**src/rtl/pipeline_ctrl_pkg.sv**
```systemverilog
// +--------------------------------------------------------------------+
// | cpu_defs : shared widths, zero-register constant, divider states   |
// | Rev 1.0                                                            |
// +--------------------------------------------------------------------+
`default_nettype none

package cpu_defs;

    localparam int REGW = 5;
    localparam logic [REGW-1:0] ZERO_REG = '0;

    typedef enum logic [1:0] {
        DIV_IDLE = 2'd0,
        DIV_RUN  = 2'd1,
        DIV_DONE = 2'd2
    } div_state_t;

endpackage

`default_nettype wire

```
**src/rtl/pipeline_ctrl_div_seq.sv**
```systemverilog
// +--------------------------------------------------------------------+
// | div_seq : iterative-divider start/cancel sequencer                 |
// | Rev 1.0                                                            |
// +--------------------------------------------------------------------+
`default_nettype none

module div_seq
    import cpu_defs::*;
(
    input  logic clk,
    input  logic rst,
    input  logic mem_stall,
    input  logic div_e,
    input  logic div_done,
    input  logic exc_m,
    output logic div_busy,
    output logic div_start,
    output logic div_cancel
);

    div_state_t state;
    div_state_t state_nxt;

    always_ff @(posedge clk) begin
        if (rst) begin
            state <= DIV_IDLE;
        end else begin
            state <= state_nxt;
        end
    end

    always_comb begin
        state_nxt  = state;
        div_start  = 1'b0;
        div_cancel = 1'b0;
        case (state)
            DIV_IDLE: begin
                if (div_e && !mem_stall && !exc_m) begin
                    state_nxt = DIV_RUN;
                    div_start = !rst;
                end
            end
            DIV_RUN: begin
                // A committed exception wins over a same-cycle completion.
                if (exc_m && !mem_stall) begin
                    state_nxt  = DIV_IDLE;
                    div_cancel = !rst;
                end else if (div_done) begin
                    state_nxt = DIV_DONE;
                end
            end
            DIV_DONE: begin
                if (!mem_stall) begin
                    state_nxt = DIV_IDLE;
                end
            end
            default: state_nxt = DIV_IDLE;
        endcase
    end

    assign div_busy = ((state == DIV_IDLE) && div_e) || (state == DIV_RUN);

endmodule

`default_nettype wire

```
**src/rtl/pipeline_ctrl.sv**
```systemverilog
// +--------------------------------------------------------------------+
// | pipeline_ctrl : stage enables/clears, hazards, divide, stall count |
// | Rev 1.0                                                            |
// +--------------------------------------------------------------------+
`default_nettype none

module pipeline_ctrl
    import cpu_defs::*;
#(
    parameter int REGW = cpu_defs::REGW,
    parameter int CNTW = 32
) (
    input  logic            clk,
    input  logic            rst,
    input  logic            i_stall,
    input  logic            d_stall,
    input  logic [REGW-1:0] rs_d,
    input  logic [REGW-1:0] rt_d,
    input  logic            branch_d,
    input  logic            regwrite_e,
    input  logic            memtoreg_e,
    input  logic [REGW-1:0] writereg_e,
    input  logic            memtoreg_m,
    input  logic [REGW-1:0] writereg_m,
    input  logic            div_e,
    input  logic            div_done,
    input  logic            exc_m,
    output logic            en_f,
    output logic            en_d,
    output logic            en_e,
    output logic            en_m,
    output logic            en_w,
    output logic            clr_d,
    output logic            clr_e,
    output logic            clr_m,
    output logic            clr_w,
    output logic            div_start,
    output logic            div_cancel,
    output logic            flush,
    output logic [CNTW-1:0] stall_cnt
);

    localparam logic [REGW-1:0] ZERO = REGW'(ZERO_REG);

    logic mem_stall;
    logic div_busy;
    logic e_hits_d;
    logic m_hits_d;
    logic lu;
    logic br;

    assign mem_stall = i_stall | d_stall;

    assign e_hits_d = (writereg_e != ZERO) && ((writereg_e == rs_d) || (writereg_e == rt_d));
    assign m_hits_d = (writereg_m != ZERO) && ((writereg_m == rs_d) || (writereg_m == rt_d));
    assign lu       = memtoreg_e && e_hits_d;
    assign br       = branch_d && ((regwrite_e && e_hits_d) || (memtoreg_m && m_hits_d));

    div_seq u_div_seq (
        .clk        (clk),
        .rst        (rst),
        .mem_stall  (mem_stall),
        .div_e      (div_e),
        .div_done   (div_done),
        .exc_m      (exc_m),
        .div_busy   (div_busy),
        .div_start  (div_start),
        .div_cancel (div_cancel)
    );

    always_comb begin
        en_f  = 1'b1;
        en_d  = 1'b1;
        en_e  = 1'b1;
        en_m  = 1'b1;
        en_w  = 1'b1;
        clr_d = 1'b0;
        clr_e = 1'b0;
        clr_m = 1'b0;
        clr_w = 1'b0;
        flush = 1'b0;
        if (rst) begin
            // Defaults already describe the reset view.
        end else if (mem_stall) begin
            // Freeze everything; a pending exc_m stays visible because M is held.
            en_f = 1'b0;
            en_d = 1'b0;
            en_e = 1'b0;
            en_m = 1'b0;
            en_w = 1'b0;
        end else if (exc_m) begin
            flush = 1'b1;
            clr_d = 1'b1;
            clr_e = 1'b1;
            clr_m = 1'b1;
            clr_w = 1'b1;
        end else if (div_busy) begin
            en_f  = 1'b0;
            en_d  = 1'b0;
            en_e  = 1'b0;
            clr_m = 1'b1;
        end else if (lu || br) begin
            en_f  = 1'b0;
            en_d  = 1'b0;
            clr_e = 1'b1;
        end
    end

    always_ff @(posedge clk) begin
        if (rst) begin
            stall_cnt <= '0;
        end else if (!en_f) begin
            stall_cnt <= stall_cnt + CNTW'(1);
        end
    end

endmodule

`default_nettype wire

```
**config.mk**
```make
export PLATFORM = sky130hd
export DESIGN_NAME = pipeline_ctrl
export DESIGN_NICKNAME = d
export VERILOG_FILES = /design/src/rtl/pipeline_ctrl_pkg.sv /design/src/rtl/pipeline_ctrl_div_seq.sv /design/src/rtl/pipeline_ctrl.sv
export SDC_FILE = /design/constraint.sdc
export NUM_CORES = 1
export LEC_CHECK = 0
export CORE_ASPECT_RATIO = 0.8
export CORE_UTILIZATION = 52
export DETAILED_ROUTE_END_ITERATION = 16
export GPL_TIMING_DRIVEN = 1
export PLACE_DENSITY = 0.86
export SYNTH_ARGS = -nofsm -noshare
export SYNTH_HDL_FRONTEND = slang
export SYNTH_SLANG_ARGS = --single-unit
```
**constraint.sdc**
```tcl
create_clock -name clk -period 4 [get_ports clk]
set_input_delay 0.4 -clock clk [delete_from_list [all_inputs] [get_ports clk]]
set_output_delay 0.4 -clock clk [all_outputs]
set_load 0.005 [all_outputs]
```
==> results.md, run 1 <==
- Status: completed
- CP endpoint kind: output port
- Final nets: 385
- Seq cells post-synth: 34
- Commonest cells post-synth: nor2_1 (44), dfxtp_1 (34), nor2b_1 (31)
- Max cap viols: 0
- Diode count: 0
- Largest net degree at the start of global routing: 68
- CTS Sinks: 34
- Startpoint types: input pin
- Wirelength per Cell: 14.3 um
- Die ar.: 0.00526 mm^2
- Mean post-synth cell area: 8.89 um^2
- Worst min path class: reg2reg
- Vias post-DR: 2243
- Final wirelength: 5.91 mm
- Post-Synthesis Cells: 291
- Setup violators final: 0
- Rows: 22
- Final min period: 2920 ps
- CTS resizes: 0
- I/O pin count: 75
- GPL Wtd Cong: 0.888
- Aggregate global routing overflow: 0
- Worst Tran Pin Value: between 600 and 700 ps
- Arrival time at the worst endpoint: 2520 ps
- First DRT Iteration DRCs: 119
- FF-to-FF End: stall_cnt[20]
- RSZ-0062 raised after global routing: false
- Core area: 0.00468 mm^2
- Post-synth top area share: a little over a quarter
- Slew headroom: 58.8%
- Critical path class: in2out
- Final Hold Viols: 0
- Yosys top cell by area: dfxtp_1
- Share of cells above drive strength 1: between 20% and 30%
- Top cells by area, synth: dfxtp_1 (26%), mux2_4 (15%), a21oi_2 (8.5%), nor2b_1 (7.5%), xor2_1 (6.8%)
- CTS tree: built
- Async SR Flop Fraction: 0%
- Drt via density: 5.44
- Syn Nets: about 320
- # H-tree levels: 2
- Hold Crit Start: stall_cnt[1]
- CTS Buf Count: 5
- Post-CTS setup buffers: 0
- Ys Warns: 0
- Synth Cell Area: 0.00259 mm^2
- Worst flop-to-flop path startpoint: stall_cnt[3]
- Count of cell types in the netlist: 39
- Detailed Place HPWL: roughly 4.3 mm
- Initial antenna violation count: 0
- CTS Hold Bufs: 0
- Destination of the worst hold path: stall_cnt[1]
- Fin crit share: 73.1%
- Max Fanout on Critical Path: 3
- Ys flop type: dfxtp_1
- Internal reg-to-reg setup slack: 1880 ps
- Max clock buf depth: 2
- GRT Overall Usage: 23.6%
- Clock transition at the registers of the reported paths: 60 ps
- IO Port Bufs: 74
- Initial core utilization: 55.3%
- DP Cell Count: slightly above 400
- Clock root buffer: clkbuf_8
- Die Height: 65.1 um
- Worst-Skew Late Latency: 280 ps
- Worst EP required: 3600 ps
- Number of global-route vias before repair: 1986
- Sequential fraction of the synthesis area: 26.3%
- Clock skew: ~3.1 ps
- Max Fclk: around 0.34 GHz
- Total negative slack: 0 ps
- Post-synth EDFFs: 0
- Final non-filler cell total: around 410
- Most frequent cell after synthesis: nor2_1
- Worst VDD drop: about 0.12 mV
- DRT Pass-1 Iters: 4
- Final antenna-violating net count: 0
- Die width: 80.9 um
- Leakage: 1.24 nW
- First-pass GRT wire length: 9.58 mm
- Cell count of the worst hold path: 2
- Power per cell area: 217 mW/mm^2
- DRC viols: 0
- P&R area growth vs syn: 28.2%
- Final Max Slew Viols: 0
- Worst R2R Path Depth: 6
worst max-delay path, stage by stage:
cell,delay [ps]
clkdlybuf4s50_1,510
xor2_1,200
nor3_1,230
a22oi_1,150
o31a_2,360
a21o_1,220
clkdlybuf4s50_1,450
stage by stage:
stage	util [%]	hold slack (ps)	power [W]	cell area, um^2	setup WS, ps
6_report	70.9	513	0.000721	3320	1080
5_1_grt	70.9	548	0.000755	3320	943
4_1_cts	70.9	517	0.000728	3320	1100
3_5_place_dp	69.1	510	0.000477	3230	1070
3_3_place_gp	69.1	479	0.000474	3230	1080
2_1_floorplan	-	484	0.000423	2590	1860
how the worst max path moves through the flow:
stage / endpoint / slack [ps] / cells after the start / startpoint
after floorplan: en_f / 1860 / 8 / rt_d[3]
after global placement: stall_cnt[11] / 1080 / 8 / writereg_e[0]
after detailed placement: stall_cnt[11] / 1070 / 8 / writereg_e[0]
after CTS: en_d / 1100 / 7 / writereg_e[0]
after global routing: en_d / 940 / 7 / writereg_e[0]
final: en_d / 1080 / 7 / writereg_e[0]
cell type report:
| cell class | instances | area, um^2 |
|---|---|---|
| multi-input cells | 235 | 1720 |
| fillers | 381 | 1360 |
| repair buffers | 77 | 758 |
| flip-flops and latches | 34 | 681 |
| clock buffers | 6 | 82.6 |
| well taps | 60 | 75.1 |
sequential cells by signal, indices dropped and copies added (netlist names):
| name | cells |
|---|---|
| stall_cnt | 32 |
| u_div_seq.state | 2 |
placed cells by master (no fill, tap or decap), types with 8 or more instances in the layout:
| cell type | count |
|---|---|
| nand2_1 | 11 |
| nand4_1 | 8 |
| nor2_1 | 44 |
| clkdlybuf4s50_1 | 73 |
| dfxtp_1 | 34 |
| nand3_1 | 16 |
| mux2_4 | 25 |
| a21oi_2 | 25 |
| and3_1 | 9 |
| nor2b_1 | 31 |
| xor2_1 | 20 |
where the power goes:
| part | internal [W] | switching (W) |
|---|---|---|
| sequential | 0.000342 | 0.00000380 |
| clock | 0.000133 | 0.000118 |
| combinational | 0.0000648 | 0.0000600 |
layer usage:
metal	part of all wire (%)	GRT usage (%)	wire (um)	vias to the layer above
met5	0	0	0	-
met4	1.0	7.59	61	0
met3	3.9	5.42	231	6
met2	45	33.8	2650	55
met1	50	34.2	2970	1044
li1	-	-	-	1138
cell families after synthesis:
kind of cell / count (synthesis) / share of synthesized area, %
AOI/OAI and AO/OA: 48 / 15.4
and+or+nand+nor: 136 / 27.1
adders and majority gates: 1 / 0.483
xor gates and xnor gates: 20 / 6.77
muxes: 30 / 16.7
buffers and inverters: 22 / 7.25
DFF: 34 / 26.3
No activity file was read; power rests on OpenSTA's default activity.
==> run 2, diff against run 1 <==
- CORE_UTILIZATION: 52 -> 48
- PLACE_DENSITY: 0.86 -> 0.81
- clock period: 4 -> 2.99 ns (I/O delays scaled with it)
==> run 2 against run 1 <==
Net effect: the run now ends with design-rule violations left; non-clock buffer count increased by 2; routed wire length increased by 3.8%; register-to-register slack got worse by 1100 ps; die area increased by 8.1%; combinational power increased by 37%; critical path type unchanged; critical endpoint is now en_f; highest routed layer unchanged.
==> results.md, run 2 (synthesized netlist as in run 1, its figures left out) <==
- Status: finished, violations left
- Failing checks: design-rule violations
- Top Layer Used: met4
- Diode count: 0 (unchanged)
- Slew headroom: 58.6% (-0.20 points)
- Filler cells: 417 (+9.4%)
- I/O pin count: 75 (unchanged)
- Post-CTS setup buffers: 0 (unchanged)
- Source of the critical timing path: writereg_m[0]
- FF-to-FF End: stall_cnt[16]
- Final wirelength: 6.13 mm (+3.8%)
- Die Height: 67.7 um (+4.0%)
- CTS tree: built
- Worst-Skew Late Latency: 290 ps (about the same)
- Worst Tran Pin Value: 616 ps (-1.81 ps)
- Setup violators final: 0 (unchanged)
- Worst min path class: in2reg
- Final antenna-violating net count: 0 (unchanged)
- Metal2 WL: 2.83 mm (+6.8%)
- CTS Hold Bufs: 0 (unchanged)
- Total negative slack: 0 ps (unchanged)
- Final Max Slew Viols: 0 (unchanged)
- Startpoint types: input pin
- Initial core utilization: 50.8% (-4.5 points)
- Aggregate global routing overflow: 0 (unchanged)
- CTS resizes: 0 (unchanged)
- Worst flop-to-flop path startpoint: stall_cnt[3]
- Clock skew: 4.80 ps (+1.75 ps)
- Leakage: 1.28 nW (+2.7%)
- Max Fanout on Critical Path: 3 (unchanged)
- Vias post-DR: 2285 (+1.9%)
- Worst R2R Path Depth: 6 (unchanged)
- Pwr Total: 0.00104 W (+44%)
- Wirelength per Cell: 14.7 um (+2.3%)
- # H-tree levels: 2 (unchanged)
- Share of cells above drive strength 1: 21.6% (+0.89 points)
- Max clock buf depth: 2 (unchanged)
- DRT Pass-1 Iters: 13 (+9)
- Critical path class: in2out
- CP endpoint kind: output port
- Routed met3 length: 218 um (-5.6%)
- Clock transition at the registers of the reported paths: 70 ps (about the same)
- Commonest cells after routing, fill and taps aside: clkdlybuf4s50_1 (73), nor2_1 (44), dfxtp_1 (34), nor2b_1 (31)
- IO Port Bufs: 74 (unchanged)
- Initial antenna violation count: 0 (unchanged)
- Detailed Place HPWL: 4.49 mm (+3.5%)
- Clock root buffer: clkbuf_8
- Rows: 23 (+4.5%)
- DRC viols: 4 (+4)
- Max cap viols: 0 (unchanged)
- Final non-filler cell total: 418 (+1.5%)
- CTS Sinks: 34 (unchanged)
- First-pass GRT wire length: 10.1 mm (+5.5%)
- First DRT Iteration DRCs: 102 (-14%)
- Final min period: between 2000 and 3000 ps
- Core area: 0.00509 mm^2 (+8.9%)
- Die ar.: 0.00569 mm^2 (+8.1%)
- RSZ-0062 raised after global routing: false
- Hold Slack: 378 ps (-135 ps)
- Die width: 84.1 um (+4.0%)
- Regs by FF count: stall_cnt (32), u_div_seq.state (2)
- Most common cell after layout, fill and taps aside: clkdlybuf4s50_1
- CTS Buf Count: 5 (unchanged)
- Final Hold Viols: 0 (unchanged)
- Setup crit end: en_f
- Top reg by flops: stall_cnt
- Fin crit share: between 90 and 100%
- GPL Wtd Cong: 0.892 (+0.47%)
- Final Util: 66.5% (-4.4 points)
- Area of the multi-input gates: 0.00172 mm^2 (unchanged)
- Internal reg-to-reg setup slack: 800 ps (-1080 ps)
- Max reg flops: 32 (unchanged)
- Max Fclk: 0.366 GHz
- Drt via density: 5.47 (+0.41%)
- Number of global-route vias before repair: 2029 (+2.2%)
- Arrival time at the worst endpoint: 2430 ps (-90 ps)
- DRT met1 WL: 3.01 mm (+1.3%)
- Worst EP required: 2690 ps (-910 ps)
- Largest net degree at the start of global routing: 55 (-19%)
- Power per cell area: 306 mW/mm^2 (+41%)
- Final nets: 387 (+0.52%)
- Storage cell area: 681 um^2 (unchanged)
- DP Cell Count: 410 (+0.99%)
- Worst VDD drop: 0.191 mV (+54%)
- P&R area growth vs syn: 30.9%
- GRT Overall Usage: 22.8% (-0.78 points)
[run 2: where the power goes]
part | internal (W) | switching (W) | total [W] | leakage [nW]
clock | 0.000233 | 0.000170 | 0.000402 | 0.0575
sequential | 0.000457 | 0.00000512 | 0.000462 | 0.274
combinational | 0.0000900 | 0.0000814 | 0.000171 | 0.945
[run 2: through the flow]
step,setup slack (ps),cell area (um^2)
floorplan,1050,2590
global placement,246,3280
detailed placement,271,3280
CTS,269,3390
global route,126,3390
finish,257,3390
[run 2: metal layers]
layer	vias up	global-route usage [%]
met5	-	0
met4	0	5.82
met3	8	5.50
met2	60	38.1
met1	1079	29.8
li1	1138	-
[run 2: worst min path at each step]
| stage | from | endpoint | slack (ps) | cells after the start |
|---|---|---|---|---|
| floorplan | div_done | u_div_seq.state[1] | 470 | 2 |
| global placement | stall_cnt[1] | stall_cnt[1] | 480 | 2 |
| detailed placement | stall_cnt[1] | stall_cnt[1] | 490 | 2 |
| CTS | rst | u_div_seq.state[1] | 370 | 2 |
| global route | rst | u_div_seq.state[1] | 410 | 2 |
| finish | rst | u_div_seq.state[1] | 380 | 2 |
[run 2: worst max-delay path, cell delays in order]
cell	delay [ps]
clkdlybuf4s50_1	500
xor2_1	180
nor3_1	230
a22oi_1	120
or3_1	440
a21o_1	210
clkdlybuf4s50_1	450
[run 2: cell type report]
class                   instances  share of cell area, %
clock buffers                   8                   3.25
repair buffers                 79                   23.6
flip-flops and latches         34                   20.1
well taps                      62                   2.29
multi-input cells             235                   50.8
==> run 3, diff against run 2 <==
- CORE_ASPECT_RATIO: 0.8 -> not set
==> run 3 against run 2 <==
Net effect: the run now ends clean; die area is essentially flat; maximum frequency grew 2.9%; total power grew 1.0%; via count shrank 1.6%; core utilization shrank 0.77 points; sequential power is essentially flat; first-iteration DRC count grew 61%; final cell count grew 1.4%; register-to-register slack gained 70 ps; flip-flop and latch count is the same; largest power group unchanged.
==> results.md, run 3 (synthesized netlist as in run 1, its figures left out) <==
- Cell count of the worst hold path: 2 (unchanged)
- Worst Tran Pin Value: 628 ps (+11.8 ps)
- Status: completed
- # H-tree levels: 2 (unchanged)
- Total negative slack: 0 ps (unchanged)
- Number of global-route vias before repair: 2068 (+1.9%)
- Final nets: 385 (-0.52%)
- RSZ-0062 raised after global routing: false
- Slew headroom: 58.1% (-0.47 points)
- P&R area growth vs syn: 30.6%
- CTS Buf Count: 5 (unchanged)
- Final Hold Viols: 0 (unchanged)
- Leakage: 1.26 nW (-1.1%)
- GRT Overall Usage: 20.8% (-1.9 points)
- Die width: 75.4 um (-10%)
- Final antenna-violating net count: 0 (unchanged)
- Critical path class: in2out
- Max Fanout on Critical Path: 3 (unchanged)
- DRC viols: 0 (-4)
- Final Max Slew Viols: 0 (unchanged)
- Top reg by flops: stall_cnt
- Max cap viols: 0 (unchanged)
- Internal reg-to-reg setup slack: 870 ps (+70 ps)
- Initial core utilization: 50.3% (-0.46 points)
- Filler cells: 444 (+6.5%)
- Die Height: 75.4 um (+11%)
- Final min period: 2660 ps (-76.4 ps)
- Hold Crit Start: stall_cnt[1]
- Drt via density: 5.30 (-3.0%)
- Share of cells above drive strength 1: 20.6% (-1.0 points)
- Max reg flops: 32 (unchanged)
- Vias post-DR: 2248 (-1.6%)
- Final wirelength: 5.63 mm (-8.1%)
- IO Port Bufs: 74 (unchanged)
- Clock transition at the registers of the reported paths: 60 ps (about the same)
- Power per cell area: 310 mW/mm^2 (+1.3%)
- Clock skew: 4.32 ps (-0.485 ps)
- Detailed Place HPWL: 4.05 mm (-9.9%)
- Worst flop-to-flop path startpoint: stall_cnt[3]
- Worst min path class: reg2reg
- Startpoint types: input pin
- Max Fclk: 0.376 GHz (+2.9%)
- Regs by FF count: stall_cnt (32), u_div_seq.state (2)
- Storage cell area: 681 um^2 (unchanged)
- Pwr Total: 0.00105 W (+1.0%)
- Largest net degree at the start of global routing: 68 (+24%)
- Die ar.: 0.00569 mm^2 (about the same)
- Worst EP required: 2690 ps (about the same)
- Worst-Skew Late Latency: 290 ps (about the same)
- Diode count: 0 (unchanged)
- DRT Pass-1 Iters: 4 (-9)
- FF-to-FF End: stall_cnt[16]
- Destination of the worst hold path: stall_cnt[1]
- Worst R2R Path Depth: 6 (unchanged)
- Clock root buffer: clkbuf_8
- Worst VDD drop: 0.146 mV (-24%)
- Wirelength per Cell: 13.3 um (-9.4%)
- CTS tree: built
- CTS Hold Bufs: 0 (unchanged)
- CTS resizes: 0 (unchanged)
- CTS Sinks: 34 (unchanged)
- Max clock buf depth: 2 (unchanged)
- Setup violators final: 0 (unchanged)
- First-pass GRT wire length: 9.19 mm (-9.1%)
- Initial antenna violation count: 0 (unchanged)
- I/O pin count: 75 (unchanged)
- Aggregate global routing overflow: 0 (unchanged)
- Fin crit share: 88.8% (-2.6 points)
- GPL Wtd Cong: 0.765 (-14%)
- Commonest cells after routing, fill and taps aside: clkdlybuf4s50_1 (73), nor2_1 (44), dfxtp_1 (34), nor2b_1 (31)
- Most common cell after layout, fill and taps aside: clkdlybuf4s50_1
- Core area: 0.00514 mm^2 (+0.91%)
- Post-CTS setup buffers: 0 (unchanged)
- Rows: 26 (+13%)
- Area of the multi-input gates: 0.00172 mm^2 (unchanged)
- First DRT Iteration DRCs: 164 (+61%)
- Arrival time at the worst endpoint: 2360 ps (-70 ps)
- CP endpoint kind: output port
## run 3: cell type report
| class | instances | area share, % |
|---|---|---|
| multi-input cells | 235 | 50.9 |
| flip-flops and latches | 34 | 20.1 |
| well taps | 70 | 2.59 |
| clock inverters | 1 | 0.889 |
| clock buffers | 7 | 2.26 |
| repair buffers | 77 | 23.2 |
## run 3: worst max-delay path by stage
stage / startpoint / endpoint / slack (ps) / depth (start not counted)
finish: writereg_e[0] / en_f / 330 / 7
global route: writereg_m[0] / en_f / 260 / 7
CTS: writereg_e[0] / en_d / 320 / 7
detailed placement: writereg_e[0] / stall_cnt[13] / 320 / 8
global placement: writereg_e[0] / stall_cnt[11] / 340 / 8
floorplan: rt_d[3] / en_f / 1050 / 8
## run 3: power by group
part           internal (W)  total (W)  switching (W)
Clock              0.000249   0.000415       0.000166
Combinational     0.0000892   0.000169      0.0000800
Sequential         0.000457   0.000462     0.00000503
Total              0.000796    0.00105       0.000251
## run 3: layer usage
layer	up-vias	global-route usage, %	share of wire (%)
met4	0	7.61	1.6
li1	1130	-	-
met1	1054	26.3	46
met3	10	4.89	4.3
met2	54	34.6	48
met5	-	0	0
## run 3: per-stage QoR
stage | cell area (um^2) | worst slack [ps] | cells | utilization (%) | hold WS, ps
finish | 3380 | 334 | 424 | 65.7 | 493
CTS | 3380 | 319 | 424 | 65.7 | 496
floorplan | 2590 | 1050 | 291 | - | 466
global route | 3380 | 257 | 424 | 65.7 | 541
global placement | 3270 | 339 | 416 | 63.7 | 481
detailed placement | 3270 | 315 | 416 | 63.7 | 490
## run 3: critical path, stage by stage
cell	delay (ps)
clkdlybuf4s50_1	500
xor2_1	200
nor3_1	190
a22oi_1	130
o31a_2	380
a21o_1	210
clkdlybuf4s50_1	450
